`config.mk`:
```
export PLATFORM = sky130hd
export DESIGN_NAME = cmos_capture_flat
export DESIGN_NICKNAME = d
export VERILOG_FILES = /design/src/rtl/cmos_capture_pkg.sv /design/src/rtl/cmos_capture_if.sv /design/src/rtl/dvp_byte_pair.sv /design/src/rtl/cmos_capture.sv /design/src/flat_wrapper.sv
export SDC_FILE = /design/constraint.sdc
export NUM_CORES = 1
export LEC_CHECK = 0
export BUFFER_PORTS_ARGS = -buffer_cell sky130_fd_sc_hd__buf_2
export CAP_MARGIN = 10
export CORE_AREA = 3 3 114 116
export DETAILED_ROUTE_END_ITERATION = 16
export DIE_AREA = 0 0 117 119
export GPL_TIMING_DRIVEN = 0
export HOLD_SLACK_MARGIN = 0.1
export PLACE_DENSITY = 0.39
export SYNTH_ARGS = -nofsm -noshare
export SYNTH_HDL_FRONTEND = slang
export SYNTH_SLANG_ARGS = --single-unit
```
`constraint.sdc`:
```
create_clock -name clk -period 5.1 [get_ports clk]
set_clock_uncertainty 0.2 [all_clocks]
set_input_delay 1.02 -clock clk [delete_from_list [all_inputs] [get_ports clk]]
set_output_delay 1.02 -clock clk [all_outputs]
set_load 0.02 [all_outputs]
```
`src/rtl/cmos_capture_pkg.sv`:
```
// Shared image-pipeline definitions: frame geometry and capture FSM encoding.
package cmos_capture_pkg;

  localparam int IMG_H_PIXELS = 640;
  localparam int IMG_V_LINES  = 480;

  typedef enum logic [1:0] {
    ST_SKIP    = 2'd0,
    ST_WAIT_VS = 2'd1,
    ST_CAPTURE = 2'd2
  } cap_state_e;

endpackage

```
`src/rtl/cmos_capture_if.sv`:
```
// DVP camera bus in, RGB565 pixel stream out. master = capture block, slave = sensor/consumer side.
interface cmos_capture_if;
  logic        cam_vsync;
  logic        cam_href;
  logic [7:0]  cam_data;
  logic [15:0] dout;
  logic        dout_vld;
  logic        dout_sop;
  logic        dout_eop;
  logic        frame_err;

  modport master (
    input  cam_vsync, cam_href, cam_data,
    output dout, dout_vld, dout_sop, dout_eop, frame_err
  );
  modport slave (
    output cam_vsync, cam_href, cam_data,
    input  dout, dout_vld, dout_sop, dout_eop, frame_err
  );
endinterface

```
`src/rtl/dvp_byte_pair.sv`:
```
// Pairs registered DVP bytes into RGB565 words; hi byte first, toggle cleared while href is low.
module dvp_byte_pair (
  input  logic        clk,
  input  logic        rst,
  input  logic        href_i,
  input  logic [7:0]  data_i,
  output logic [15:0] pix_o,
  output logic        vld_o
);

  logic       tog_q;
  logic [7:0] hi_q;

  always_ff @(posedge clk or posedge rst) begin
    if (rst) begin
      tog_q <= 1'b0;
      hi_q  <= 8'h00;
    end else if (!href_i) begin
      tog_q <= 1'b0;
    end else begin
      tog_q <= ~tog_q;
      if (!tog_q) hi_q <= data_i;
    end
  end

  // Combinational so the top's output register gives exactly two cycles of latency.
  assign vld_o = href_i & tog_q;
  assign pix_o = {hi_q, data_i};

endmodule

```
`src/rtl/cmos_capture.sv`:
```
// DVP camera capture: skips settling frames, assembles RGB565, tags sop/eop and flags short frames.
module cmos_capture
  import cmos_capture_pkg::*;
#(
  parameter int H_PIXELS    = IMG_H_PIXELS,
  parameter int V_LINES     = IMG_V_LINES,
  parameter int SKIP_FRAMES = 10
) (
  input logic           clk,
  input logic           rst,
  cmos_capture_if.master bus
);

  localparam int CW = (H_PIXELS > 1) ? $clog2(H_PIXELS) : 1;
  localparam int RW = (V_LINES > 1) ? $clog2(V_LINES) : 1;
  localparam int SW = (SKIP_FRAMES > 0) ? $clog2(SKIP_FRAMES + 1) : 1;

  logic       vs_q, vs_p_q, href_q, href_p_q;
  logic [7:0] data_q;

  always_ff @(posedge clk or posedge rst) begin
    if (rst) begin
      vs_q     <= 1'b0;
      vs_p_q   <= 1'b0;
      href_q   <= 1'b0;
      href_p_q <= 1'b0;
      data_q   <= 8'h00;
    end else begin
      vs_q     <= bus.cam_vsync;
      vs_p_q   <= vs_q;
      href_q   <= bus.cam_href;
      href_p_q <= href_q;
      data_q   <= bus.cam_data;
    end
  end

  logic vs_rise, href_fall;
  assign vs_rise   = vs_q & ~vs_p_q;
  assign href_fall = href_p_q & ~href_q;

  logic [15:0] pix;
  logic        pix_vld;

  dvp_byte_pair u_pair (
    .clk    (clk),
    .rst    (rst),
    .href_i (href_q),
    .data_i (data_q),
    .pix_o  (pix),
    .vld_o  (pix_vld)
  );

  cap_state_e    state_q, state_d;
  logic [SW-1:0] skip_q, skip_d;
  logic          cap_en;

  always_ff @(posedge clk or posedge rst) begin
    if (rst) begin
      state_q <= ST_SKIP;
      skip_q  <= '0;
    end else begin
      state_q <= state_d;
      skip_q  <= skip_d;
    end
  end

  always_comb begin
    state_d = state_q;
    skip_d  = skip_q;
    case (state_q)
      ST_SKIP: begin
        if (SKIP_FRAMES == 0) begin
          state_d = ST_WAIT_VS;
        end else if (vs_rise) begin
          // Edge SKIP_FRAMES+1 opens the first frame that is kept.
          if (skip_q == SW'(SKIP_FRAMES)) state_d = ST_CAPTURE;
          else                            skip_d  = skip_q + 1'b1;
        end
      end
      ST_WAIT_VS: if (vs_rise) state_d = ST_CAPTURE;
      ST_CAPTURE: state_d = ST_CAPTURE;
      default:    state_d = ST_SKIP;
    endcase
  end

  always_comb begin
    cap_en = (state_q == ST_CAPTURE);
  end

  logic [CW-1:0] col_q, col_d;
  logic [RW-1:0] row_q, row_d;
  logic          cfull_q, cfull_d, over_q, over_d;
  logic          gotp_q, gotp_d, eopd_q, eopd_d;
  logic [15:0]   dout_q, dout_d;
  logic          vld_q, vld_d, sop_q, sop_d, eop_q, eop_d, ferr_q, ferr_d;
  logic          accept, last_col, last_row;

  // cfull/over extend the saturated counters so overflow pixels and rows are dropped.
  assign last_col = (col_q == CW'(H_PIXELS - 1));
  assign last_row = (row_q == RW'(V_LINES - 1));
  assign accept   = cap_en & pix_vld & ~vs_rise & ~cfull_q & ~over_q;

  always_comb begin
    col_d   = col_q;
    row_d   = row_q;
    cfull_d = cfull_q;
    over_d  = over_q;
    gotp_d  = gotp_q;
    eopd_d  = eopd_q;
    dout_d  = dout_q;
    vld_d   = 1'b0;
    sop_d   = 1'b0;
    eop_d   = 1'b0;
    ferr_d  = 1'b0;
    if (vs_rise) begin
      ferr_d  = cap_en & gotp_q & ~eopd_q;
      col_d   = '0;
      row_d   = '0;
      cfull_d = 1'b0;
      over_d  = 1'b0;
      gotp_d  = 1'b0;
      eopd_d  = 1'b0;
    end else begin
      if (accept) begin
        dout_d = pix;
        vld_d  = 1'b1;
        sop_d  = (col_q == '0) && (row_q == '0);
        eop_d  = last_col && last_row;
        gotp_d = 1'b1;
        if (last_col && last_row) eopd_d = 1'b1;
        if (last_col) cfull_d = 1'b1;
        else          col_d   = col_q + 1'b1;
      end
      if (href_fall && (col_q != '0 || cfull_q)) begin
        col_d   = '0;
        cfull_d = 1'b0;
        if (last_row) over_d = 1'b1;
        else          row_d  = row_q + 1'b1;
      end
    end
  end

  always_ff @(posedge clk or posedge rst) begin
    if (rst) begin
      col_q   <= '0;
      row_q   <= '0;
      cfull_q <= 1'b0;
      over_q  <= 1'b0;
      gotp_q  <= 1'b0;
      eopd_q  <= 1'b0;
      dout_q  <= 16'h0000;
      vld_q   <= 1'b0;
      sop_q   <= 1'b0;
      eop_q   <= 1'b0;
      ferr_q  <= 1'b0;
    end else begin
      col_q   <= col_d;
      row_q   <= row_d;
      cfull_q <= cfull_d;
      over_q  <= over_d;
      gotp_q  <= gotp_d;
      eopd_q  <= eopd_d;
      dout_q  <= dout_d;
      vld_q   <= vld_d;
      sop_q   <= sop_d;
      eop_q   <= eop_d;
      ferr_q  <= ferr_d;
    end
  end

  assign bus.dout      = dout_q;
  assign bus.dout_vld  = vld_q;
  assign bus.dout_sop  = sop_q;
  assign bus.dout_eop  = eop_q;
  assign bus.frame_err = ferr_q;

endmodule

```
`src/flat_wrapper.sv`:
```
// flat-port wrapper written by rule: the top's interface ports become plain ports
module cmos_capture_flat import cmos_capture_pkg::*;
#(
  parameter int H_PIXELS    = IMG_H_PIXELS,
  parameter int V_LINES     = IMG_V_LINES,
  parameter int SKIP_FRAMES = 10
)
  (clk, rst, bus_cam_vsync, bus_cam_href, bus_cam_data, bus_dout, bus_dout_vld, bus_dout_sop, bus_dout_eop, bus_frame_err);
  cmos_capture_if bus_i ();
  input logic clk;
  input logic rst;
  input wire logic [$bits(bus_i.cam_vsync)-1:0] bus_cam_vsync;
  input wire logic [$bits(bus_i.cam_href)-1:0] bus_cam_href;
  input wire logic [$bits(bus_i.cam_data)-1:0] bus_cam_data;
  output wire logic [$bits(bus_i.dout)-1:0] bus_dout;
  output wire logic [$bits(bus_i.dout_vld)-1:0] bus_dout_vld;
  output wire logic [$bits(bus_i.dout_sop)-1:0] bus_dout_sop;
  output wire logic [$bits(bus_i.dout_eop)-1:0] bus_dout_eop;
  output wire logic [$bits(bus_i.frame_err)-1:0] bus_frame_err;
  assign bus_i.cam_vsync = bus_cam_vsync;
  assign bus_i.cam_href = bus_cam_href;
  assign bus_i.cam_data = bus_cam_data;
  assign bus_dout = bus_i.dout;
  assign bus_dout_vld = bus_i.dout_vld;
  assign bus_dout_sop = bus_i.dout_sop;
  assign bus_dout_eop = bus_i.dout_eop;
  assign bus_frame_err = bus_i.frame_err;
  cmos_capture #(.H_PIXELS(H_PIXELS), .V_LINES(V_LINES), .SKIP_FRAMES(SKIP_FRAMES)) u_core (.clk(clk), .rst(rst), .bus(bus_i));
endmodule
```
Yosys cells after proc, flatten, opt, wreduce, memory -nomap -nowiden:

Index checks and enable logic that the tools add are counted.

* $add $sub $neg: 3
* eq/ne operators: 10
* muxes and demuxes: 31
* bitwise operators: 17
* reduce and logical (&&, ||, !) cells: 23

Operator list (count)
* 10-bit two-way mux: 4
* 9-bit two-way mux: 3
* 1-bit two-way mux: 20
* 2-bit AND reduction: 7
* 10-bit by 1-bit adder with 10-bit output (second input constant): 1
* 10-bit == test (second input constant): 1
* 10-bit zero test: 1
* 10-bit nonzero test: 1
* 9-bit by 1-bit adder with 9-bit output (second input constant): 1
* 1-bit bitwise AND: 9
* 9-bit == test (second input constant): 1
* 9-bit zero test: 1
* 2-bit by 1-bit inequality test with 1-bit output (second input constant): 4
* 1-bit inverter: 8
* 2-bit nonzero test: 4
* 2-bit two-way mux: 3
* 2-bit one-hot mux with 3 select lines: 1
* 3-bit AND reduction: 2
* 3-bit nonzero test: 2
* 4-bit by 1-bit adder with 4-bit output (second input constant): 1
* 4-bit == test (second input constant): 1
* 1-bit logical AND: 3
* 3-bit by 2-bit inequality test with 1-bit output (second input constant): 1
* 2-bit by 1-bit == test with 1-bit output (second input constant): 1
* other kinds (3): 3

* register bits after elaboration: 70
* bits of input ports: 12
* output and inout bits: 20
* logic and storage cells: 104

Depth between registers and ports, before layout:

Gate-level depths: netlist of run 1.

* depth in word-level cells: 9
* depth in mapped cells: 8
* gate-level depth less buffers: 6

Modules after synthesis:

A second synthesis of run 1 with hierarchy kept.

* cell total of the unflattened synthesis: 282
* area, all modules: 3049.2 sq um

Modules (own cells, without submodules)
* cmos_capture: instances 1, cells an instance 253, area each 2607.5 sq um, seq. area each 1501.4 sq um
* dvp_byte_pair: instances 1, cells an instance 29, area each 441.7 sq um, seq. area each 225.2 sq um

Worst setup path before layout of run 1:

OpenSTA, ideal clock, no wires.

* path type: register to register
* start: reg u_core.col_q[0]
* end: reg u_core.over_q
* library setup time: 132 ps
* data arrival time: 1798 ps
* data required time: 4768 ps
* path slack: 2970 ps
* stages on the path, launching flop included: 7
* path buffers: 0
* clock period less this slack: 2130 ps
* path through: dfrtp_1 -> inv_1 -> ha_1 -> or4b_4 -> or4_4 -> a31oi_1 -> nor2_1

* longest elaborated chain between the ends: 5

Ends and longest elaborated chain
* from (decl): line cmos_capture.sv:90 `logic [CW-1:0] col_q, col_d;`
* from (signal assigned): line cmos_capture.sv:157 `col_q <= col_d;`
* 10-bit nonzero test: line cmos_capture.sv:134 `if (href_fall && (col_q != '0 || cfull_q)) begin`
* 1-bit logical OR: line cmos_capture.sv:134
* 1-bit logical AND: line cmos_capture.sv:134
* 2-bit nonzero test (no line)
* 2-bit AND reduction (no line)
* to (signal assigned): line cmos_capture.sv:160 `over_q <= over_d;`
* to (decl): line cmos_capture.sv:92 `logic cfull_q, cfull_d, over_q, over_d;`

Every way passes these cells.
A chain may end at the register's enable or synchronous reset.

Worst setup path after layout of run 1:

* start: reg u_core.col_q[0]
* end: reg u_core.col_q[6]

* longest elaborated chain between the ends: 5
* elaborated cells between the ends (all ways): 12
* classes of those cells: add/sub (1); eq/ne (2); mux (4); reduce/logical (5)

Ends and longest elaborated chain (line)
* 10-bit by 1-bit adder with 10-bit output / 10-bit nonzero test (equally long branches): cmos_capture.sv:132, cmos_capture.sv:134
* 10-bit two-way mux / 1-bit logical OR (equally long branches): cmos_capture.sv:131, cmos_capture.sv:134
* 10-bit two-way mux / 1-bit logical AND (equally long branches): cmos_capture.sv:124, cmos_capture.sv:134
* 10-bit two-way mux (tied with other cells): cmos_capture.sv:134
* 10-bit two-way mux / 2-bit AND reduction (equally long branches)

Several ways; a longest one is shown, not always the timed one. The select of a mux whose other input is x is not followed.

==> results.json, run 1 <==
{
  "status": "completed",
  "grt_usage_pct": 10.6,
  "syn-instance-count": 279,
  "final.min_clock_period_ns": 2.34,
  "postCtsHoldBufs": 0,
  "r2r_setup_slack_ns": 2.76,
  "cts_buffers": 9,
  "drt-initial-drc-count": 75,
  "antenna_left": 0,
  "setup_viol": 0,
  "die_x_um": 117,
  "rsz0062_at_grt": "false",
  "muxShareOfSynthArea_pct": 3.36,
  "cts.repair.resized": 0,
  "drive_gt1_share_pct": 21.5,
  "drc": 0,
  "dp_hpwl_um": 4460,
  "power_mw": 1.64,
  "cp.depth": 7,
  "hold_viol": 0,
  "gp_congestion": 0.744,
  "grt_pass1_wl_um": 11600,
  "synth_top_area_cell": "dfrtp_1",
  "crit_top_cell": "clkbuf_1",
  "ios": 32,
  "fmax_mhz": 427,
  "antenna_found_initial": 0,
  "crit_buf_inv": 2,
  "ys.flop_type": "dfrtp_1",
  "die_h_um": 119,
  "ys_seq_area_share_pct": 58.0,
  "r2r_end": "u_core.col_q[6]",
  "cts_num_sinks": 69,
  "synth_top_area_share_pct": 58.0,
  "cts.clk_slew.worst_paths_ns": 0.06,
  "synth_xor_area_share_pct": 0.883,
  "worstPathArrival_ns": 2.34,
  "nets": 340,
  "wl_um": 6750,
  "powerDensity_nw_per_um2": 451,
  "synth_edf_count": 0,
  "dr.pass1.iters": 4,
  "finalCritPeriodShare_pct": 46.0,
  "critPathCaptureType": "flip-flop",
  "grt_pass1_vias": 2239,
  "grt_start_max_net_pins": 55,
  "dieArea_sq_um": 13900,
  "yosysMostFrequentCell": "dfrtp_1",
  "synth_cell_type_count": 42,
  "post_cts_buffers": 0,
  "insertion_delay_ns": 0.32,
  "max_slew.worst_pin.slew_ns": 0.585,
  "max_slew_margin_pct": 60.7,
  "synth_compound_area_share_pct": 8.87,
  "async_reset_ff_share_pct": 100,
  "postSynthAreaPerCell_sq_um": 10.7,
  "required_ns": 5.09,
  "syn_area_sq_um": 2980,
  "synth_simple_gate_area_share_pct": 22.4,
  "core_region_area_sq_um": 12000,
  "critPathLaunchType": "flip-flop",
  "synthAdderAreaFrac_pct": 2.52,
  "start_util_pct": 24.8,
  "synthToLayoutAreaGrowth_pct": 22.2,
  "diodes": 0,
  "setup_tns_ns": 0,
  "netlist_top_cells_area": "dfrtp_1 (58%), nand2_1 (7.6%), a21oi_1 (3.0%)",
  "clockBufferDepth": 2,
  "synth_seq_cells": 69,
  "crit_type": "flip-flop to flip-flop",
  "synth_top_family_by_area": "simple AND/OR/NAND/NOR gates",
  "p_leak_nw": 1.68,
  "gr-total-overflow": 0,
  "slowest_delay_ns": 0.43,
  "critical_path.endpoint": "u_core.col_q[6]",
  "cts_tree": "built",
  "crit_family": "buffers and inverters",
  "hp-class": "flip-flop to flip-flop",
  "crit_path_start": "u_core.col_q[0]",
  "htree_levels": 3,
  "drv_cap": 0,
  "wl_per_cell_um": 14.3,
  "slowest_stage": "dfrtp_1",
  "rows": 40,
  "crit_chain": "ha_1 > and3_2 > and4_1 > clkbuf_1 > clkbuf_1 > o41ai_1 > a21oi_1",
  "routed_via_density": 4.63,
  "num_vias": 2189,
  "synth_nets": 297,
  "maxSlewViolCount": 0,
  "clock-root-buffer": "clkbuf_16",
  "r2r.worst_path.cells": 7,
  "synth_common_cells": "dfrtp_1 (69), nand2_1 (60), a21oi_1 (18)",
  "r2r-start": "u_core.col_q[0]",
  "numPortBuffers": 31,
  "cp_max_fo": 10,
  "vdd_ir_drop_max_mv": 0.185,
  "ys_warn_count": 0
}
[worst register-to-register path, cell delays in order (launching register included)]
cell and delay, ns:
dfrtp_1 0.43, ha_1 0.26, and3_2 0.23, and4_1 0.19
clkbuf_1 0.21, clkbuf_1 0.28, o41ai_1 0.31, a21oi_1 0.11
[area by class of cell]
cell class,count,area (sq um)
plain buffers,14,78.8
clock buffers,9,225
clock inverters,6,65.1
fillers,1255,8380
inverters,10,40.0
multi-input cells,186,1130
flip-flops and latches,69,1730
well taps,147,184
repair buffers,32,183
[how the worst min path moves through the flow]
stage | start | cells after the start | slack (ns) | to
floorplan | u_core.vs_q | 0 | 0.17 | u_core.vs_p_q
global placement | u_core.vs_q | 0 | 0.18 | u_core.vs_p_q
detailed placement | u_core.vs_q | 0 | 0.18 | u_core.vs_p_q
CTS | u_core.vs_q | 0 | 0.20 | u_core.vs_p_q
global route | u_core.vs_q | 0 | 0.21 | u_core.vs_p_q
finish | u_core.vs_q | 0 | 0.19 | u_core.vs_p_q
[flip-flops by register name (all words and copies together), names as in the netlist, 4 cells and up]
| name | count |
|---|---|
| u_core.bus.dout | 16 |
| u_core.col_q | 10 |
| u_core.data_q | 8 |
| u_core.row_q | 9 |
| u_core.skip_q | 4 |
| u_core.u_pair.hi_q | 8 |
[power breakdown]
group / internal, mW / switching, mW / leakage [nW]
clock: 0.375 / 0.231 / 0.141
combinational: 0.121 / 0.203 / 0.658
sequential: 0.646 / 0.0603 / 0.885
[cell families after synthesis]
family,count (synthesis)
flip-flops,69
AO/OA/AOI/OAI,43
XOR/XNOR,3
buffers and inverters,24
AND/OR/NAND/NOR,125
multiplexers,9
adder cells (fa/ha/maj),6
[per-stage QoR]
step	instance area (sq um)	utilization (%)	hold slack, ns	worst slack, ns	std cells
2_1_floorplan	2980	-	0.168	2.14	279
3_3_place_gp	3310	27.6	0.178	1.07	457
3_5_place_dp	3340	27.8	0.183	2.74	458
4_1_cts	3630	30.3	0.195	2.72	473
5_1_grt	3630	30.3	0.212	2.52	473
6_report	3630	30.3	0.193	2.76	473
[layer usage]
layer	vias up	GRT usage, %	routed length (um)
met1	1071	15.1	3370
met5	-	0	0
met4	0	3.87	52
li1	1072	-	-
met2	42	15.0	2990
met3	4	3.25	346
[layout by cell type, fill, tap and decap left out, types with 2 or more instances in the layout]
cell type,count
a21oi_1,18
o21a_1,2
inv_1,9
nor2_1,7
o31ai_1,9
nand3_1,9
and4_1,2
o21ai_0,6
a31oi_1,2
mux2_2,8
ha_1,6
and3_1,4
nand2_1,60
nor4_1,3
xnor2_1,3
clkbuf_16,9
clkinv_4,2
nand4b_1,2
nor2b_1,2
dfrtp_1,69
clkbuf_1,8
or4_1,12
o41ai_1,2
buf_6,3
nand2b_1,4
nor3_1,2
clkinv_2,2
buf_2,34
nand4_1,4
or3_1,4
Power figures use the tool's default switching activity.
==> run 2, diff against run 1 <==
PLACE_DENSITY = 0.4   (was 0.39)
clock period = 2.1 ns   (was 5.1 ns; I/O delays follow)
==> run 2 against run 1 <==
The run now ends with negative setup slack left. Hold slack got worse by 0.0086 ns. Critical path depth decreased by 1. Highest routed layer unchanged. Critical path type unchanged. Combinational power increased to 2.7 times the previous value. Register-to-register slack got worse by 2.9 ns. Flip-flop and latch count unchanged. First-iteration DRC count increased by 17%. Largest cell class unchanged.
==> results.json, run 2 (same netlist as run 1, synthesis figures left out) <==
{
  "violations": "negative setup slack",
  "final.min_clock_period_ns": 2.23,
  "insertion_delay_ns": 0.33,
  "nets": 356,
  "max_slew_margin_pct": 54.2,
  "critPathCaptureType": "flip-flop",
  "antenna_found_initial": 0,
  "dp_cells": 458,
  "drv_cap": 0,
  "cp_max_fo": 6,
  "p_int_mw": 2.73,
  "worstPathArrival_ns": 2.24,
  "pre_cts_ws_ns": -0.278,
  "core_region_area_sq_um": 12000,
  "routed_via_density": 4.53,
  "mostFrequentLayoutCell": "dfrtp_1",
  "dieArea_sq_um": 13900,
  "wl_um": 6890,
  "clock-root-buffer": "clkbuf_16",
  "hold_viol": 0,
  "crit_path_start": "u_core.col_q[0]",
  "fmax_mhz": 448,
  "cts_num_sinks": 69,
  "rsz0062_at_grt": "true",
  "numPortBuffers": 31,
  "grt_busiest_layer": "met2",
  "num_vias": 2222,
  "sw_frac_of_total_pct": 31.9,
  "grt_usage_pct": 11.0,
  "diodes": 0,
  "grt_start_max_net_pins": 42,
  "die_x_um": 117,
  "holdCritStartpoint": "u_core.vs_q",
  "finalCritPeriodShare_pct": 106,
  "htree_levels": 3,
  "met3_usage_pct": 3.96,
  "die_h_um": 119,
  "grt_pass1_vias": 2360,
  "vdd_ir_drop_max_mv": 0.499,
  "largest_reg_flops": 16,
  "drt-initial-drc-count": 88,
  "final_cells": 490,
  "drive_gt1_share_pct": 32.1,
  "grt_pass1_wl_um": 11900,
  "dr.pass1.iters": 4,
  "setup_viol": 17,
  "rows": 40,
  "clockBufferDepth": 2,
  "clkPwrFrac_pct": 35.1,
  "gr-total-overflow": 0,
  "multi_input_area_sq_um": 1250,
  "p_switching_mw": 1.28,
  "cts_buffers": 9,
  "num-fill-cells": 1242,
  "required_ns": 2.10,
  "met1_usage_pct": 15.1,
  "max_slew.worst_pin.slew_ns": 0.686,
  "p_leak_nw": 1.76,
  "status": "complete, but fails checks",
  "ff_latch_area_sq_um": 1730,
  "start_util_pct": 24.8,
  "antenna_left": 0,
  "hp-class": "flip-flop to flip-flop",
  "cts_tree": "built",
  "ios": 32,
  "cts.clk_slew.worst_paths_ns": 0.06,
  "gp_congestion": 0.698,
  "powerDensity_nw_per_um2": 1020,
  "dp_hpwl_um": 4410,
  "drc": 0,
  "synthToLayoutAreaGrowth_pct": 32.1,
  "maxSlewViolCount": 0,
  "postLayoutSetupSlackWorst_ns": -0.133,
  "use_met2_pct": 16.3,
  "crit_type": "flip-flop to flip-flop",
  "r2r-start": "u_core.col_q[0]",
  "power.share.combinational_pct": 21.9,
  "critPathLaunchType": "flip-flop",
  "final_cell_mix": "dfrtp_1 (65), nand2_1 (60), buf_2 (32)",
  "wl_per_cell_um": 14.1,
  "seqPwrFrac_pct": 43.0
}
[run 2: cell count changes in the layout (fill, tap and decap cells not counted), moves of 3 or more]
cell	delta
a21oi_1	-9
clkbuf_4	+3
a21oi_2	+9
clkinvlp_4	+3
o21ai_0	-4
o21ai_1	+3
dfrtp_1	-4
clkbuf_1	-6
dlygate4sd3_1	+11
dfrtp_2	+4
buf_4	+5
[run 2: power by group through the flow]
stage | combinational, mW | sequential (mW) | clock, mW
2_1_floorplan | 0.362 | 1.89 | 0
3_3_place_gp | 0.793 | 1.74 | 0
3_5_place_dp | 0.801 | 1.74 | 0
4_1_cts | 0.889 | 1.72 | 1.45
5_1_grt | 0.976 | 1.76 | 1.52
6_report | 0.880 | 1.72 | 1.41
[run 2: area by class of cell]
class                           instances  area share [%]
Buffer                                 13            2.39
Clock buffer                            9            5.73
Clock inverter                          7            1.27
Inverter                               10            1.05
Multi-Input combinational cell        186            31.9
Sequential cell                        69            44.0
Tap cell                              147            4.68
Timing Repair Buffer                   49            8.91
[run 2: path summary, 6_finish.rpt]
path | endpoint | slack, ns | depth (start not counted)
max in group asynchronous | u_core.col_q[0] | 0.53 | 4
max | u_core.over_q | -0.13 | 6
min reg2reg | u_core.vs_p_q | 0.18 | 0
min | u_core.vs_p_q | 0.18 | 0
min in group asynchronous | u_core.skip_q[0] | 0.54 | 3
max reg2reg | u_core.over_q | -0.13 | 6
[run 2: repair_timing]
action	4_1_cts	5_1_grt
setup endpoints to repair	40	26
endpoints found under the hold margin	38	0
buffers inserted	4	1
cloned	1	0
pin swaps	9	4
resized for setup	34	15
hold buffers	11	0
[run 2: worst max-delay path, cell delays in order, from the launching register on]
cell and delay [ns]:
dfrtp_2 0.44, inv_2 0.09, ha_4 0.11, or4b_4 0.49
or4_4 0.56, a31oi_1 0.16, nor2_1 0.05
[run 2: metrics by stage]
step / hold slack [ns] / instance area [sq um] / util, % / total power [mW] / setup TNS (ns)
2_1_floorplan: 0.168 / 2980 / - / 2.25 / -0.0550
3_3_place_gp: 0.180 / 3320 / 27.6 / 2.53 / -6.97
3_5_place_dp: 0.178 / 3340 / 27.8 / 2.54 / -7.20
4_1_cts: 0.190 / 3870 / 32.2 / 4.07 / -2.41
5_1_grt: 0.201 / 3930 / 32.7 / 4.26 / -3.06
6_report: 0.185 / 3930 / 32.7 / 4.01 / -1.38
[run 2: layer usage]
layer / share of wire [%] / wire length (um)
met5: 0 / 0
met4: 1.3 / 92
met3: 4.4 / 306
met2: 45 / 3100
met1: 49 / 3400
